==> src/rtl/counter_pkg.sv <==
// Shared definitions for the event counter family: mode encodings, common
// terminal-count constants, the derived run state and the per-cycle command
// decode used by the counter datapath.
package counter_pkg;

  // Mode input encodings.
  localparam logic MODE_RELOAD  = 1'b0;
  localparam logic MODE_ONESHOT = 1'b1;

  // Common terminal indices (N-1 for N events).
  localparam logic [6:0] TC_100  = 7'd99;
  localparam logic [9:0] TC_1000 = 10'd999;

  // Run state is not stored; it is implied by the sticky done flag and mode.
  typedef enum logic {
    ST_COUNTING = 1'b0,
    ST_HALTED   = 1'b1
  } run_state_e;

  // What the datapath does on the coming clock edge, already prioritised.
  typedef enum logic [1:0] {
    CMD_IDLE  = 2'd0,
    CMD_CLEAR = 2'd1,
    CMD_LOAD  = 2'd2,
    CMD_EVENT = 2'd3
  } cmd_e;

  // Derive the run state from mode and done.
  function automatic run_state_e run_state(input logic mode, input logic done);
    if ((mode == MODE_ONESHOT) && done) begin
      return ST_HALTED;
    end else begin
      return ST_COUNTING;
    end
  endfunction

  // Resolve clear > load > event into a single command.
  function automatic cmd_e decode_cmd(input logic clr, input logic load, input logic ev);
    if (clr) begin
      return CMD_CLEAR;
    end else if (load) begin
      return CMD_LOAD;
    end else if (ev) begin
      return CMD_EVENT;
    end else begin
      return CMD_IDLE;
    end
  endfunction

endpackage

==> src/rtl/rise_detect.sv <==
// Rising-edge detector: registers the input once and flags the cycle where
// it is high while its registered copy is still low. The register follows
// the input every cycle; only the synchronous reset overrides it.
module rise_detect (
  input  logic clk,
  input  logic rst,
  input  logic d,
  output logic pulse
);

  logic d_q_r;

  // Delay the input by one clock; cleared by synchronous active-low reset.
  always_ff @(posedge clk) begin
    if (!rst) begin
      d_q_r <= 1'b0;
    end else begin
      d_q_r <= d;
    end
  end

  assign pulse = d & ~d_q_r;

endmodule

==> src/rtl/event_timeout_counter.sv <==
// Counts qualified increment events and emits a one-cycle timeout pulse on
// the event that reaches the terminal index. Supports auto-reload and
// one-shot operation, runtime terminal-count loading, synchronous clear and
// optional rising-edge qualification of the increment input.
module event_timeout_counter
  import counter_pkg::*;
#(
  parameter int unsigned WIDTH      = 7,
  parameter int unsigned DEFAULT_TC = 99,
  parameter int unsigned EDGE       = 0
) (
  input  logic             clk,
  input  logic             rst,
  input  logic             en,
  input  logic             clr,
  input  logic             mode,
  input  logic             load,
  input  logic [WIDTH-1:0] load_val,
  input  logic             increment,
  output logic [WIDTH-1:0] count,
  output logic             timeout,
  output logic             done,
  output logic             running
);

  localparam logic [WIDTH-1:0] TC_RST = WIDTH'(DEFAULT_TC);
  localparam logic [WIDTH-1:0] ONE_W  = {{(WIDTH-1){1'b0}}, 1'b1};

  logic [WIDTH-1:0] count_r;
  logic [WIDTH-1:0] tc_r;
  logic             done_r;
  logic             timeout_r;

  logic [WIDTH-1:0] count_nxt_s;
  logic [WIDTH-1:0] tc_nxt_s;
  logic             done_nxt_s;
  logic             timeout_nxt_s;

  logic             qual_s;
  logic             ev_s;
  logic             at_tc_s;
  run_state_e       state_s;
  cmd_e             cmd_s;

  // Edge qualification is combinational against the registered input so an
  // edge is counted in the same cycle it appears; level mode passes through.
  if (EDGE != 0) begin : g_edge
    rise_detect u_rise (
      .clk   (clk),
      .rst   (rst),
      .d     (increment),
      .pulse (qual_s)
    );
  end else begin : g_level
    assign qual_s = increment;
  end

  assign state_s = run_state(mode, done_r);
  assign ev_s    = qual_s & en & (state_s == ST_COUNTING);
  assign at_tc_s = (count_r == tc_r);
  assign cmd_s   = decode_cmd(clr, load, ev_s);

  // Next-state logic: apply the prioritised command; timeout defaults low.
  always_comb begin
    count_nxt_s   = count_r;
    tc_nxt_s      = tc_r;
    done_nxt_s    = done_r;
    timeout_nxt_s = 1'b0;
    case (cmd_s)
      CMD_CLEAR: begin
        count_nxt_s = '0;
        done_nxt_s  = 1'b0;
      end
      CMD_LOAD: begin
        tc_nxt_s    = load_val;
        count_nxt_s = '0;
        done_nxt_s  = 1'b0;
      end
      CMD_EVENT: begin
        if (at_tc_s) begin
          count_nxt_s   = '0;
          timeout_nxt_s = 1'b1;
          done_nxt_s    = 1'b1;
        end else begin
          count_nxt_s   = count_r + ONE_W;
        end
      end
      default: begin
        count_nxt_s = count_r;
      end
    endcase
  end

  // State registers with synchronous active-low reset.
  always_ff @(posedge clk) begin
    if (!rst) begin
      count_r   <= '0;
      tc_r      <= TC_RST;
      done_r    <= 1'b0;
      timeout_r <= 1'b0;
    end else begin
      count_r   <= count_nxt_s;
      tc_r      <= tc_nxt_s;
      done_r    <= done_nxt_s;
      timeout_r <= timeout_nxt_s;
    end
  end

  assign count   = count_r;
  assign timeout = timeout_r;
  assign done    = done_r;
  // Running reflects the current inputs, so a mode change shows immediately.
  assign running = en & ~(mode & done_r);

endmodule

==> config.mk <==
export PLATFORM = sky130hd
export DESIGN_NAME = event_timeout_counter
export DESIGN_NICKNAME = d
export VERILOG_FILES = /design/src/rtl/counter_pkg.sv /design/src/rtl/rise_detect.sv /design/src/rtl/event_timeout_counter.sv
export SDC_FILE = /design/constraint.sdc
export NUM_CORES = 1
export LEC_CHECK = 0
export CELL_PAD_IN_SITES_DETAIL_PLACEMENT = 0
export CELL_PAD_IN_SITES_GLOBAL_PLACEMENT = 2
export CORE_MARGIN = 2
export CORE_UTILIZATION = 30
export CTS_BUF_LIST = sky130_fd_sc_hd__clkbuf_4
export DETAILED_ROUTE_END_ITERATION = 7
export PLACE_DENSITY = 0.94
export SLEW_MARGIN = 5
export SYNTH_ARGS = -nofsm -noshare
export SYNTH_HDL_FRONTEND = slang
export SYNTH_SLANG_ARGS = --single-unit
==> constraint.sdc <==
create_clock -name clk -period 3.7 [get_ports clk]
set_input_delay 0.555 -clock clk [delete_from_list [all_inputs] [get_ports clk]]
set_output_delay 0.555 -clock clk [all_outputs]
set_load 0.005 [all_outputs]
## Word-level counts from Yosys, hierarchy flattened

Cells that the tools add are included.
Widths: inputs -> output; s select.

| word-level totals | value |
|---|---|
| bits in registers | 16 |
| latch bits | 0 |
| bits in writable memories | 0 |
| ROM bits | 0 |
| bits of input ports | 14 |
| logic and storage cells | 30 |
| memories | 0 |

| cells by class | value |
|---|---|
| $add $sub $neg | 1 |
| multiply operators | 0 |
| div/mod/pow operators | 0 |
| magnitude comparators | 0 |
| equal/unequal tests | 5 |
| shifts and indexed selects | 0 |
| muxes and demuxes | 9 |
| bitwise logic cells | 6 |
| reduce and logical (&&, ||, !) cells | 5 |

Operators by type and width:

| kind | number |
|---|---|
| $pmux 7 s2 | 1 |
| $add 7x1->7 const B | 1 |
| $eq 7x7->1 | 1 |
| $mux 7 | 1 |
| $mux 2 | 3 |
| $and 1x1->1 | 4 |
| $eq 2x2->1 const B | 2 |
| $reduce_and 2->1 | 2 |
| $mux 1 | 3 |
| $eq 2x1->1 const B | 1 |
| $ne 2x2->1 const B | 1 |
| $not 1->1 | 2 |
| $pmux 1 s2 | 1 |
| $reduce_bool 2->1 | 1 |
| $reduce_or 2->1 | 1 |
| $logic_and 1x1->1 | 1 |

## Depth between registers and ports, before layout

| depth | value |
|---|---|
| depth after elaboration | 11 |
| depth in mapped cells | 5 |
| mapped depth without buffers | 5 |

## Worst setup path before layout

OpenSTA, ideal clock, no wires.

| timing | value |
|---|---|
| path kind | input-to-reg |
| from | in en |
| to | reg count_r[6] (netlist: count[6]) |
| setup time | 120 ps |
| arrival | 1,527 ps |
| path slack | 2,054 ps |
| stages | 5 |
| cell sequence | a21boi_2 nand2_1 clkbuf_1 and3_1 a211o_1 |

| between the ends | value |
|---|---|
| cells in the longest elaborated chain, start to end | 8 |
| elaborated cells between the ends (all ways) | 11 |

Ends and longest elaborated chain:

| item | line | text |
|---|---|---|
| start, declared | event_timeout_counter.sv:14 | `input logic en,` |
| $and 1x1->1 (*) (2 in series) | event_timeout_counter.sv:59 | `assign ev_s = qual_s & en & (state_s == ST_COUNTING);` |
| $mux 2 (*) | counter_pkg.sv:43 | `end else if (ev) begin` |
| $mux 2 (*) | counter_pkg.sv:41 | `end else if (load) begin` |
| $mux 2 (*) | counter_pkg.sv:39 | `if (clr) begin` |
| $eq 2x2->1 or $eq 2x1->1 (tied branches) | event_timeout_counter.sv:69 | `case (cmd_s)` |
| $reduce_or 2->1 (no source line) | - |  |
| $pmux 7 s2 or $reduce_bool 2->1 (tied branches) | - |  |
| end signal, assigned | event_timeout_counter.sv:102 | `count_r <= count_nxt_s;` |
| end, declared | event_timeout_counter.sv:29 | `logic [WIDTH-1:0] count_r;` |

Every way passes the cells marked *; elsewhere a longest branch is shown, timed or not.
A chain may end at the register's enable or synchronous reset.

## Worst setup path in the final report

| timing | value |
|---|---|
| from | in en |
| to | out running |

| between the ends | value |
|---|---|
| cells in the longest elaborated chain, start to end | 1 |

Ends and longest elaborated chain:

| item | line | text |
|---|---|---|
| $and 1x1->1 | event_timeout_counter.sv:113 | `assign running = en & ~(mode & done_r);` |
| end, declared | event_timeout_counter.sv:23 | `output logic running` |

No other way between the ends.

==> results.md <==
Synthesis:
- The count of yosys warnings during synthesis is 0.
- The proportion of synthesized chip area in sequential cells is between 30% and 40%.
- Dividing the synthesized area by the synthesized cell count gives 8.771 um^2.
- The count of mapped cells out of synthesis is between 90 and 100.
- After synthesis, the cell types taking the most area are dfxtp_1 38%, nand2_1 10%, xor2_1 7.3%.
- The top cell type by total area after synthesis is dfxtp_1.
- The synthesized netlist net count is 111.
- The number of distinct library cells after synthesis is 28.
- The number of flip-flops and latches in the synthesized netlist is 16.
- Summing every instance area after synthesis gives 842.1 um^2.
- Of the post-synthesis cell area, the dominant cell type holds 38.04%.

Global route:
- The first global-routing pass estimated 3153 um of wire.
- The global-route layer with the greatest usage is met2.
- The number of global-route vias before repair was 759.
- For met3 alone, demand over resource in global routing was 2.721%.
- The overall routing resource usage is 12.22%.
- The total grt overflow is 0.
- The number of antenna violations at the first check in global routing is 0.
- The met2 global-route usage is approximately a fifth.
- The maximum number of pins on one net before global-route repair is 12.
- The fraction of met1 tracks used by global routing is between 10% and 20%.

Floorplanning:
- The x dimension of the die is 56.98 um.
- 24 I/O pins were placed.
- After floorplanning, the core was sized to cover approximately 2700 um^2.
- The initial utilization of the core area, before any placement, comes to 31.07%.
- The die height is 56.98 um.
- The die covers 3247 um^2.
- The row count is 19.

CTS:
- CTS built an H-tree with a depth of 1.
- The clock root buffer is clkbuf_4.
- The maximum count of clock buffers along a single path is 2.
- The clock transition time at the flip-flop clock pins of the worst setup and hold paths is 0.09 ns.
- The number of buffers inserted to repair setup after CTS is 0.
- Counting every sink on the clock net gives 16.
- In this run, CTS created clock tree buffers numbering 3.
- Buffers inserted to repair hold after CTS numbered 0.
- After clock tree synthesis, the repair step resized 0 gates.
- TritonCTS built the clock tree.
- The clock latency on the worst-skew pair is 0.29 ns.

Final layout:
- After the last flow step, the layout net total stands at between 100 and 150.
- The antenna diode count is 0.
- Of the cells placed in the final design, the portion with a size suffix greater than 1 is 11.57%.
- The filler cell count is 297.
- Measured on the finished design, the core utilization comes to 41.69%.
- After routing the design area is roughly 1100 um^2.
- Relative to the synthesized area, the layout overhead comes to 34.17%.

Critical path:
- The maximum cell stage delay along the critical path is 0.56 ns.
- The kind of cell with the highest combined delay along the critical path is buffers and inverters.
- The endpoint kind of the worst setup timing path is a primary output.
- Counting stages on the worst path, the most repeated cell is clkdlybuf4s50_1.
- Walking the worst path, the cells encountered are clkdlybuf4s50_1 > a21boi_2 > clkdlybuf4s50_1.
- Data on the critical path is required at its endpoint by roughly 3.1 ns.
- The critical path in this run is classified as input port to primary output.
- For the worst setup path, the data arrival time is 1.84 ns.
- The worst setup path is launched from an input port.
- The number of buffers and inverters on the critical path is 2.
- The slowest stage of the critical path belongs to the cell clkdlybuf4s50_1.
- The worst-path maximum fanout is 7.

Power and ir drop:
- VDD sags by at most 0.1378 mV.
- In this run the power density over the cells is 280.8 nW/um^2.
- The leakage power is ~0.00045 uW.

STA:
- After layout, the worst path uses 64.78% of the clock period.
- For the pin with the worst max-slew slack, the measured transition is between 0.5 and 0.6 ns.
- The number of hold violations in the final report is 0.
- In the final timing run, aggregate negative setup slack is 0 ns.
- The final critical-path required period is 2.397 ns.
- The max-slew headroom at the worst pin is between 60% and 70%.
- The post-route clock skew is about 0.0070 ns.
- Setup repair after global routing left no endpoint under its margin.
- The max-slew violation count is 0.
- The count of endpoints failing setup in the final report is 0.
- The highest clock frequency the design can meet is ~420 MHz.

Drt:
- The count of unresolved DRC violations after routing is 0.
- The number of search-and-repair iterations in the first detailed-routing pass is 4.
- The routed layout has 771 vias.
- The aggregate routed wire length is about 1800 um.
- In the final routed layout, each cell accounts on average for between 10 and 15 um.
- The violation count after the first detailed-route iteration is 14.
- The remaining number of nets flagged by the antenna check after routing is 0.
- After detailed routing, the number of vias per cell comes to 5.072.

Placed design:
- The weighted congestion reported at the end of routability-driven placement is 0.7523.
- The count of buffers inserted at the top-level ports is 23.
- Summing all placed instances gives a cell area of 1104 um^2.
- The detailed placer's ending HPWL is 1399 um.

Hold path:
- The class of the most critical hold timing path is flop to flop.

Job:
- Max-cap violations in this run came to 0.

Run status:
- The run finished with clean final reports.
==> cells by family (layout without fill, tap and decap cells) <==
family,after synthesis,count (layout),synth area share (%)
AO/OA/AOI/OAI,19,19,17.68
XOR/XNOR,7,7,7.281
adder cells (fa/ha/maj),1,1,1.486
buffers and inverters,2,27,0.8919
flip-flops,16,16,38.04
AND/OR/NAND/NOR,51,51,34.62
==> routing by layer <==
metal  part of all wire, %  wire length (um)
met1                    47               857
met2                    44               811
met3                   6.6               121
met4                   1.9                34
met5                     0                 0
==> cell usage in the layout (no fill, tap or decap), types with 2 or more instances in the layout <==
| cell type | synthesis | final |
|---|---|---|
| nor2_1 | 2 | 2 |
| nor4b_1 | 2 | 2 |
| nand4b_1 | 3 | 3 |
| clkdlybuf4s50_1 | 0 | 23 |
| xor2_1 | 7 | 7 |
| a211oi_1 | 2 | 2 |
| dfxtp_1 | 16 | 16 |
| nand2b_1 | 3 | 3 |
| a22o_2 | 3 | 3 |
| nand2_1 | 23 | 23 |
| a211o_1 | 2 | 2 |
| a21oi_1 | 5 | 5 |
| a21boi_0 | 3 | 3 |
| and3_1 | 4 | 4 |
| nand3_1 | 5 | 5 |
| clkbuf_4 | 0 | 3 |
| and3_2 | 2 | 2 |
==> area by class of cell <==
cell class / count / area [um^2] / share of cell area [%]
Multi-Input combinational cell: 78 / 514.2 / 45.52
Sequential cell: 16 / 320.3 / 28.35
Timing Repair Buffer: 23 / 230.2 / 20.38
Tap cell: 31 / 38.79 / 3.433
Clock buffer: 3 / 22.52 / 1.993
Clock inverter: 1 / 3.754 / 0.3322
==> sequential cells by signal, indices dropped and copies added, names as in the netlist <==
register and flops:
timeout 1, tc_r 7, done 1, count 7
==> worst min-delay path, stage by stage (launching register included) <==
cell and delay (ns):
dfxtp_1 0.33, nand2_1 0.05, a21boi_0 0.06
==> where the power goes <==
part	total [uW]	switching [uW]	internal (uW)	leakage, uW
Combinational	41.4	19.8	21.6	0.000307
Clock	95.9	56.6	39.3	0.0000154
Sequential	180	3.17	177	0.000130
==> synthesized netlist by cell type (all sizes together) <==
cell,number
a21o,1
a211o,3
a211oi,2
a21boi,4
a22o,3
xor2,7
ha,1
nand2b,3
a21oi,5
a41oi,1
nand4b,3
nor3b,1
nor3,2
and3,6
or2b,1
nor2,2
dfxtp,16
clkbuf,2
nor2b,1
nand2,24
nand3,5
nor4,1
nor4b,2
==> metrics by stage <==
step	hold slack [ns]	cells	total power (uW)	worst slack (ns)
6_report	0.4793	152	317.2	1.303
5_1_grt	0.4951	152	331.6	1.239
4_1_cts	0.4848	152	321.4	1.301
3_5_place_dp	0.4719	148	225.7	1.309
3_3_place_gp	0.4673	148	225.0	1.313
2_1_floorplan	0.4553	96	204.8	2.054
==> path summary, 6_finish.rpt <==
path	from	endpoint	slack [ns]	depth (start not counted)
max reg2reg	count[3]	count[6]	2.03	4
min	tc_r[3]	tc_r[3]	0.48	2
min reg2reg	tc_r[3]	tc_r[3]	0.48	2
max	en	running	1.30	3
(Power assumes the default switching activity.)
